**src/rtl/sliding_window.sv**
```systemverilog
// KxK sliding window built from a stream of K-pixel columns, with a one-deep
// output stage, per-line border marking and an end-of-frame marker.
module sliding_window #(
    parameter int DATA_WIDTH   = 8,
    parameter int KERNEL_WIDTH = 3,
    parameter int IMG_WIDTH    = 854,
    parameter int IMG_HEIGHT   = 480
) (
    input  logic                                        clk,
    input  logic                                        rst,
    input  logic [KERNEL_WIDTH*DATA_WIDTH-1:0]              col_data,
    input  logic                                        col_valid,
    output logic                                        col_ready,
    output logic [KERNEL_WIDTH*KERNEL_WIDTH*DATA_WIDTH-1:0] window_data,
    output logic                                        window_valid,
    input  logic                                        window_ready,
    output logic                                        border_flag,
    output logic                                        window_last
);
    localparam int K        = KERNEL_WIDTH;
    localparam int DW       = DATA_WIDTH;
    localparam int OUT_ROWS = IMG_HEIGHT - K + 1;
    localparam int CW       = (IMG_WIDTH > 1) ? $clog2(IMG_WIDTH) : 1;
    localparam int RW       = (OUT_ROWS > 1) ? $clog2(OUT_ROWS) : 1;

    localparam logic [CW-1:0] BORDER_X = CW'(K - 1);
    localparam logic [CW-1:0] LAST_X   = CW'(IMG_WIDTH - 1);
    localparam logic [RW-1:0] LAST_Y   = RW'(OUT_ROWS - 1);

    logic [CW-1:0]         col_cnt;
    logic [RW-1:0]         row_cnt;
    logic                  col_acc;
    logic                  col_wrap;
    logic                  row_wrap;
    logic [K*K*DW-1:0]     window_next;

    // Output stage is free if empty or being drained this cycle.
    assign col_ready = !window_valid || window_ready;
    assign col_acc   = col_valid && col_ready;
    assign col_wrap  = (col_cnt == LAST_X);
    assign row_wrap  = (row_cnt == LAST_Y);

    always_comb begin
        window_next = window_data;
        for (int r = 0; r < K; r++) begin
            for (int c = 0; c < K - 1; c++)
                window_next[(r*K+c)*DW +: DW] = window_data[(r*K+c+1)*DW +: DW];
            window_next[(r*K+K-1)*DW +: DW] = col_data[r*DW +: DW];
        end
    end

    // Window contents are never flushed at line/frame wrap; border_flag marks stale columns.
    always_ff @(posedge clk or posedge rst) begin
        if (rst) begin
            window_data  <= '0;
            window_valid <= 1'b0;
            border_flag  <= 1'b0;
            window_last  <= 1'b0;
            col_cnt      <= '0;
            row_cnt      <= '0;
        end else if (col_acc) begin
            window_data  <= window_next;
            window_valid <= 1'b1;
            border_flag  <= (col_cnt < BORDER_X);
            window_last  <= col_wrap && row_wrap;
            col_cnt      <= col_wrap ? '0 : col_cnt + CW'(1);
            if (col_wrap)
                row_cnt <= row_wrap ? '0 : row_cnt + RW'(1);
        end else if (window_ready) begin
            window_valid <= 1'b0;
        end
    end
endmodule

```
**config.mk**
```make
export PLATFORM = sky130hd
export DESIGN_NAME = sliding_window
export DESIGN_NICKNAME = d
export VERILOG_FILES = /design/src/rtl/sliding_window.sv
export SDC_FILE = /design/constraint.sdc
export NUM_CORES = 1
export LEC_CHECK = 0
export BUFFER_PORTS_ARGS = -buffer_cell sky130_fd_sc_hd__buf_4
export CAP_MARGIN = 20
export CORE_MARGIN = 2
export CORE_UTILIZATION = 39
export CTS_BUF_LIST = sky130_fd_sc_hd__clkbuf_16
export DETAILED_ROUTE_END_ITERATION = 7
export GPL_TIMING_DRIVEN = 0
export PLACE_DENSITY = 0.74
export SYNTH_ARGS = -nofsm -noshare
export SYNTH_HDL_FRONTEND = slang
export SYNTH_SLANG_ARGS = --single-unit
```
**constraint.sdc**
```tcl
create_clock -name clk -period 3.8 [get_ports clk]
set_input_delay 0.38 -clock clk [delete_from_list [all_inputs] [get_ports clk]]
set_output_delay 0.38 -clock clk [all_outputs]
set_load 0.01 [all_outputs]
```
; Word level (Yosys, flattened, before mapping)
; Cells that the tools add are included.
[word_totals]
ff_bits = 94
[op_classes]
n_addsub = 2
muxes = 4
reduce_logical = 6
n_eq_ne = 2
magnitude_cmp = 1
[ops]
columns = operator, n
row1 = adder 10 x 1 -> 10 bit (second input constant), 1
row2 = equality test 10 bit (second input constant), 1
row3 = less-than comparator 10 x 2 -> 1 bit (second input constant), 1
row4 = 2-to-1 mux 10 bit, 1
row5 = adder 9 x 1 -> 9 bit (second input constant), 1
row6 = equality test 9 bit (second input constant), 1
row7 = 2-to-1 mux 9 bit, 1
row8 = logical AND 1 bit, 2
row9 = 2-to-1 mux 1 bit, 2
row10 = AND reduction 2 bit, 1
row11 = nonzero test 2 bit, 1
row12 = zero test 1 bit, 1
row13 = logical OR 1 bit, 1

; Logic depth before layout (Yosys ltp)
; Gate-level depths: netlist of run 1.
[logic_depth]
word_depth = 4
ltp_mapped = 7

; Worst setup path after synthesis of run 1
; OpenSTA, ideal clock, no wires.
[synth_path]
kind = flip-flop to flip-flop
start = reg col_cnt[1]
end = reg row_cnt[8]
path_stages_with_launch = 8
arrival_ns = 1.609
path_slack_ns = 2.051
path_buffers = 1
period_less_slack_ns = 1.749
setup_time_ns = 0.140
path_cell_list = dfrtp_1 > inv_1 > ha_1 > nand2_1 > or3b_4 > buf_6 > o41ai_2 > o211ai_1
[synth_between]
elab_chain_len = 2
[synth_lines]
columns = item, line_no
row1 = start: declaration, 30  ; logic [CW-1:0] col_cnt;
row2 = start signal: assignment, 66  ; col_cnt <= col_wrap ? '0 : col_cnt + CW'(1);
row3 = equality test 10 bit, 40  ; assign col_wrap = (col_cnt == LAST_X);
row4 = AND reduction 2 bit (no source line), n/a
row5 = end signal: assignment, 68  ; row_cnt <= row_wrap ? '0 : row_cnt + RW'(1);
row6 = end: declaration, 31  ; logic [RW-1:0] row_cnt;
; No other way between the ends.
; A chain may end at the register's enable or synchronous reset.

; Final worst setup path of run 1
; Ends and elaborated chain as after synthesis.

==> results of run 1 <==
[layout by cell type, fill, tap and decap left out, drive strengths merged]
cell,Yosys,layout
a211oi,3,3
a21boi,1,1
a21oi,3,3
a22o,1,1
and2,1,1
and3,8,8
and4,2,2
and4b,1,1
buf,4,107
bufinv,0,1
clkbuf,18,27
clkinv,0,1
clkinvlp,0,2
dfrtp,94,94
ha,4,4
inv,6,8
mux2,1,1
mux2i,1,1
nand2,226,226
nand2b,2,2
nand3,7,7
nand3b,2,2
nand4,7,7
nand4b,1,1
nor2,9,9
nor3,3,3
nor3b,1,1
o211ai,1,1
o21ai,9,9
o31ai,4,4
o41ai,2,2
or3b,1,1
or4,3,3
xor2,7,7
[kinds of logic (layout without fill, tap and decap cells)]
family,after synthesis,after routing
AO/OA/AOI/OAI,24,24
AND/OR/NAND/NOR,274,274
multiplexers,2,2
flip-flops,94,94
adder cells (fa/ha/maj),4,4
XOR/XNOR,7,7
buffers and inverters,28,146
[registers in the layout, indices dropped and copies added, names as in the netlist]
signal / flops
row_cnt: 9
window_valid: 1
col_cnt: 10
window_data: 72
window_last: 1
border_flag: 1
[critical path, cell delays in order (launching register included)]
cell and delay (ns):
dfrtp_1 0.43, inv_1 0.08, ha_1 0.14, nand2_1 0.07, or3b_4 0.43, buf_6 0.16, o41ai_2 0.34, o211ai_1 0.13
[metrics by stage]
step                      hold slack [ns]  setup TNS (ns)
after CTS                           0.141               0
after global routing                0.166               0
after global placement              0.461           -7.23
after detailed placement            0.465               0
after floorplan                     0.456               0
final                               0.123               0
[worst max-delay path by stage]
stage,end,depth (start not counted)
2_1_floorplan,border_flag,1
3_3_place_gp,window_data[68],2
3_5_place_dp,row_cnt[8],7
4_1_cts,row_cnt[8],7
5_1_grt,row_cnt[8],7
6_report,row_cnt[8],7
[power by group through the flow]
stage / combinational (uW) / clock (uW) / sequential [uW]
after floorplan: 224 / 0 / 1360
after global placement: 561 / 0 / 1310
after CTS: 582 / 898 / 1310
final: 572 / 885 / 1300
after global routing: 638 / 944 / 1330
after detailed placement: 580 / 0 / 1320
[layer usage]
| layer | vias up | GRT usage, % | part of all wire, % |
|---|---|---|---|
| li1 | 1609 | - | - |
| met5 | - | 0 | 0 |
| met4 | 0 | 5.52 | 1.5 |
| met3 | 13 | 3.93 | 4.8 |
| met1 | 1574 | 22.8 | 44 |
| met2 | 92 | 28.9 | 49 |
[final cells by class]
type	count	area (um^2)
Fill cell	923	4620
Clock inverter	6	62.6
Sequential cell	94	2350
Clock buffer	9	225
Tap cell	133	166
Inverter	6	25.0
Buffer	22	119
Timing Repair Buffer	103	793
Multi-Input combinational cell	311	1450
==> impl_metrics.toml, run 1 <==
[run_status]
outcome = "finished clean"

[pwr]
power_switching_uw = 813
clkPwrFrac_pct = 32.0
power_frac_seq_pct = 47.2
fin_total_pwr_uw = 2760
peakVddDrop_v = 0.000254
leakagePower_uw = 0.00279
p_comb_share_pct = 20.7
sw_frac_of_total_pct = 29.4
powerDensity_mw_per_mm2 = 532
p_int_uw = 1950

[worst_hold_path]
hold_class = "in2async"

[cells_and_area]
syn_to_final_growth_pct = 31.7
stdcell_area_mm2 = 0.00520
fin_nets = 579
final_core_util_pct = 52.9
final_cells = 684
drive_above_1_share_pct = 24.0
antennaDiodeCount = 0

[setup_path]
cp_data_arrival_time_ns = 2.13
crit_start = "col_cnt[1]"
crit_path_start_kind = "flop"
r2r_slack_ns = 1.87
reg2reg_from = "col_cnt[1]"
worst-path-max-fanout = 10
end_kind = "flop"
crit_type = "reg2reg"
worst_r2r_endpoint = "row_cnt[8]"
crit_required_ns = 4.00
reg2reg_depth = 7

[flow_run]
maxCapViolCount = 0

[floorplan]
fp-row-count = 36
io_pins = 104
dieArea_mm2 = 0.0109
dieWidth_um = 105
die_h_um = 105
fp.coreArea_mm2 = 0.00982
initial_core_util_pct = 40.2

[detailed_routing]
via_per_inst = 4.81
drc_errors = 0
dr.pass1.iters = 4
routed_wl_mm = 9.14
vias = 3288
wl_per_cell_um = 13.4
ant_nets = 0
dr.first_iter.drc_count = 135

[logic_synthesis]
muxShareOfSynthArea_pct = 0.539
yosys.area.top_type_share_pct = 59.6
synth_top_family_by_area = "simple AND/OR/NAND/NOR gates"
synthCells = 433
ys_async_sr_fraction_pct = 100
synth_ff_type = "dfrtp_1"
synthMostInstantiatedCell = "nand2_1"
synth_fa_ha_area_share_pct = 1.27
synth_seq_cells = 94
synthesis.area_mm2 = 0.00395
synth_edf_count = 0
synth_compound_area_share_pct = 4.28
yosys-top-cells-count = "nand2_1, dfrtp_1, clkbuf_1"
synthSimpleGateAreaFrac_pct = 29.2
ys.warnings.count = 0
synth_nets = 465
synthTopCellsByArea = "dfrtp_1, nand2_1, xor2_1, clkbuf_1, ha_1"
synth.distinct_cells = 39
seq_area_frac_synth_pct = 59.6
avgSynthCellArea_um2 = 9.12
synth_area_leader_cell = "dfrtp_1"
synth-xor-area-share_pct = 1.55

[timing]
hold_violations = 0
clock_skew_ns = 0.0104
fin_crit_sh_pct = 50.9
slew_headroom_pct = 61.6
worst_pin_slew_ns = 0.577
period_needed_ns = 1.93
setup_ws_ns = 1.87
slew_violations = 0
setup_viol = 0
rsz0062_at_grt = "no"
fmax_mhz = 517

[global_route]
first_global_vias = 3238
antenna_found_initial = 0
grt_overflow = 0
grt_max_degree = 50
grt_usage_pct = 17.4
grt_pass1_wl_mm = 15.7

[clock_network]
cts_resized = 0
post_cts_buffers = 0
cts_tree = "done"
path_clk_slew_ns = 0.07
cts-root-buf = "clkbuf_16"
clockBufferDepth = 2
clk_latency_ns = 0.33
cts_hold_buf = 0
cts_made_buffers = 9
htreeDepth = 3
clkSinkCount = 94

[placement]
place_inst = 669
numPortBuffers = 102
hpwl_mm = 6.41
place_ws_ns = 1.86
gp_congestion = 0.868
placed_area_mm2 = 0.00491
No activity file was read; power rests on OpenSTA's default activity.
==> run 2, diff against run 1 <==
==> constraint.sdc (replaced) <==
create_clock -name clk -period 1.9 [get_ports clk]
set_input_delay 0.19 -clock clk [delete_from_list [all_inputs] [get_ports clk]]
set_output_delay 0.19 -clock clk [all_outputs]
set_load 0.01 [all_outputs]
==> impl_metrics.toml, run 2 (synthesis gave the netlist of run 1 again) <==
[timing]
slew_headroom_pct = 58.1
period_needed_ns = 1.84
worst_pin_slew_ns = 0.627
clock_skew_ns = 0.00701
fin_tns_setup_ns = 0
setup_viol = 0
fin_crit_sh_pct = 96.8
hold_violations = 0
fmax_mhz = 544
slew_violations = 0
rsz0062_at_grt = "no"

[floorplan]
dieWidth_um = 105
initial_core_util_pct = 40.2
dieArea_mm2 = 0.0109
die_h_um = 105
fp-row-count = 36
fp.coreArea_mm2 = 0.00982
io_pins = 104

[clock_network]
cts_made_buffers = 9
clkSinkCount = 94
path_clk_slew_ns = 0.07
cts-root-buf = "clkbuf_16"
clockBufferDepth = 2
cts_tree = "done"
htreeDepth = 3
clk_latency_ns = 0.34

[pwr]
powerDensity_mw_per_mm2 = 1060
leakagePower_uw = 0.00284
peakVddDrop_v = 0.000551
fin_total_pwr_uw = 5610

[detailed_routing]
dr.pass1.iters = 4
top_layer = "met4"
drc_errors = 0
wl_per_cell_um = 13.1
dr.first_iter.drc_count = 160
routed_wl_mm = 9.07
vias = 3295
wl_met1_mm = 4.14
ant_nets = 0
wl_met2_mm = 4.33
via_per_inst = 4.77
dr_wl_met3_um = 469

[global_route]
first_global_vias = 3166
antenna_found_initial = 0
grt_usage_pct = 17.0
grt_pass1_wl_mm = 15.2
grt_overflow = 0
grt_max_degree = 45

[setup_path]
crit_type = "reg2reg"
end_kind = "flop"
cp_data_arrival_time_ns = 2.04
crit_path_start_kind = "flop"
crit_family = "simple AND/OR/NAND/NOR gates"
crit_slowest_cell = "or3b_4"
crit_required_ns = 2.10
path_buf_inv = 1
slowest_delay_ns = 0.44
worst-path-max-fanout = 10
path_cells = "nor3_2, or3b_4, buf_6, o41ai_4, o211ai_1"

[cells_and_area]
nFillCells = 902
drive_above_1_share_pct = 25.1
final_cell_mix = "nand2_1, buf_4, dfrtp_1"
top_register = "window_data"
largest_reg_flops = 72
final_cells = 691
reg_top3 = "window_data: 72 flops, col_cnt: 10 flops, row_cnt: 9 flops"
fin_nets = 585
final_common_cell = "nand2_1"
antennaDiodeCount = 0
syn_to_final_growth_pct = 33.7

[placement]
hpwl_mm = 6.31
place_inst = 670
numPortBuffers = 102
gp_congestion = 0.818

[run_status]
outcome = "finished clean"

[worst_hold_path]
hold_class = "in2reg"

[flow_run]
maxCapViolCount = 0
-- run 2: changes by cell type in the layout (fill, tap and decap cells not counted), sizes merged --
cell,before,now
clkinv,1,4
clkbuf,27,26
dlygate4sd3,0,1
inv,8,6
buf,107,113
-- run 2: cell type report --
class                           count  area, um^2  share of cell area (%)
Clock inverter                      7        72.6                    1.38
Timing Repair Buffer              110         853                    16.2
Sequential cell                    94        2350                    44.6
Multi-Input combinational cell    311        1470                    27.8
Buffer                             21         115                    2.18
Inverter                            6        26.3                   0.498
Clock buffer                        9         225                    4.27
Tap cell                          133         166                    3.15
-- run 2: through the flow --
stage / utilization, % / setup slack, ns / hold slack, ns / instance area, um^2
after global placement: 49.7 / 0.000113 / 0.380 / 4880
after detailed placement: 50.1 / 0.0193 / 0.309 / 4920
after floorplan: - / 0.151 / 0.295 / 3950
after global routing: 53.7 / 0.00923 / 0.0272 / 5280
final: 53.7 / 0.0606 / 0.0371 / 5280
after CTS: 53.4 / 0.0185 / 0.0255 / 5240
-- run 2: worst min-delay path, cell delays in order --
cell and delay (ns):
buf_4 0.08, nand2_1 0.04, nand2_1 0.04
-- run 2: timing repair --
action / 4_1_cts / 5_1_grt
resized for setup: 0 / 2
setup buffers: 1 / 4
pin swaps: 0 / 2
hold buffers: 1 / 0
hold endpoints to repair: 25 / 0
setup endpoints to repair: 1 / 41
-- run 2: routing by layer --
layer	track usage [%]	vias up
met5	0	-
met4	5.90	0
met3	3.93	13
met2	26.5	82
met1	23.3	1574
li1	-	1626
-- run 2: path summary, 6_finish.rpt --
check | start | to | slack, ns | depth (start not counted)
max reg2reg | col_cnt[3] | row_cnt[8] | 0.06 | 5
max | col_cnt[3] | row_cnt[8] | 0.06 | 5
min reg2reg | window_data[0] | window_data[0] | 0.47 | 2
min in group asynchronous | rst | window_data[18] | 0.49 | 3
max in group asynchronous | rst | window_data[42] | 0.79 | 4
min | col_data[18] | window_data[66] | 0.04 | 3
-- run 2: power by group --
group	internal (uW)	switching (uW)	total (uW)	leakage (uW)
registers	2320	265	2590	0.00118
clock network	1020	774	1800	0.000143
logic	615	609	1220	0.00151
total	3960	1650	5610	0.00284
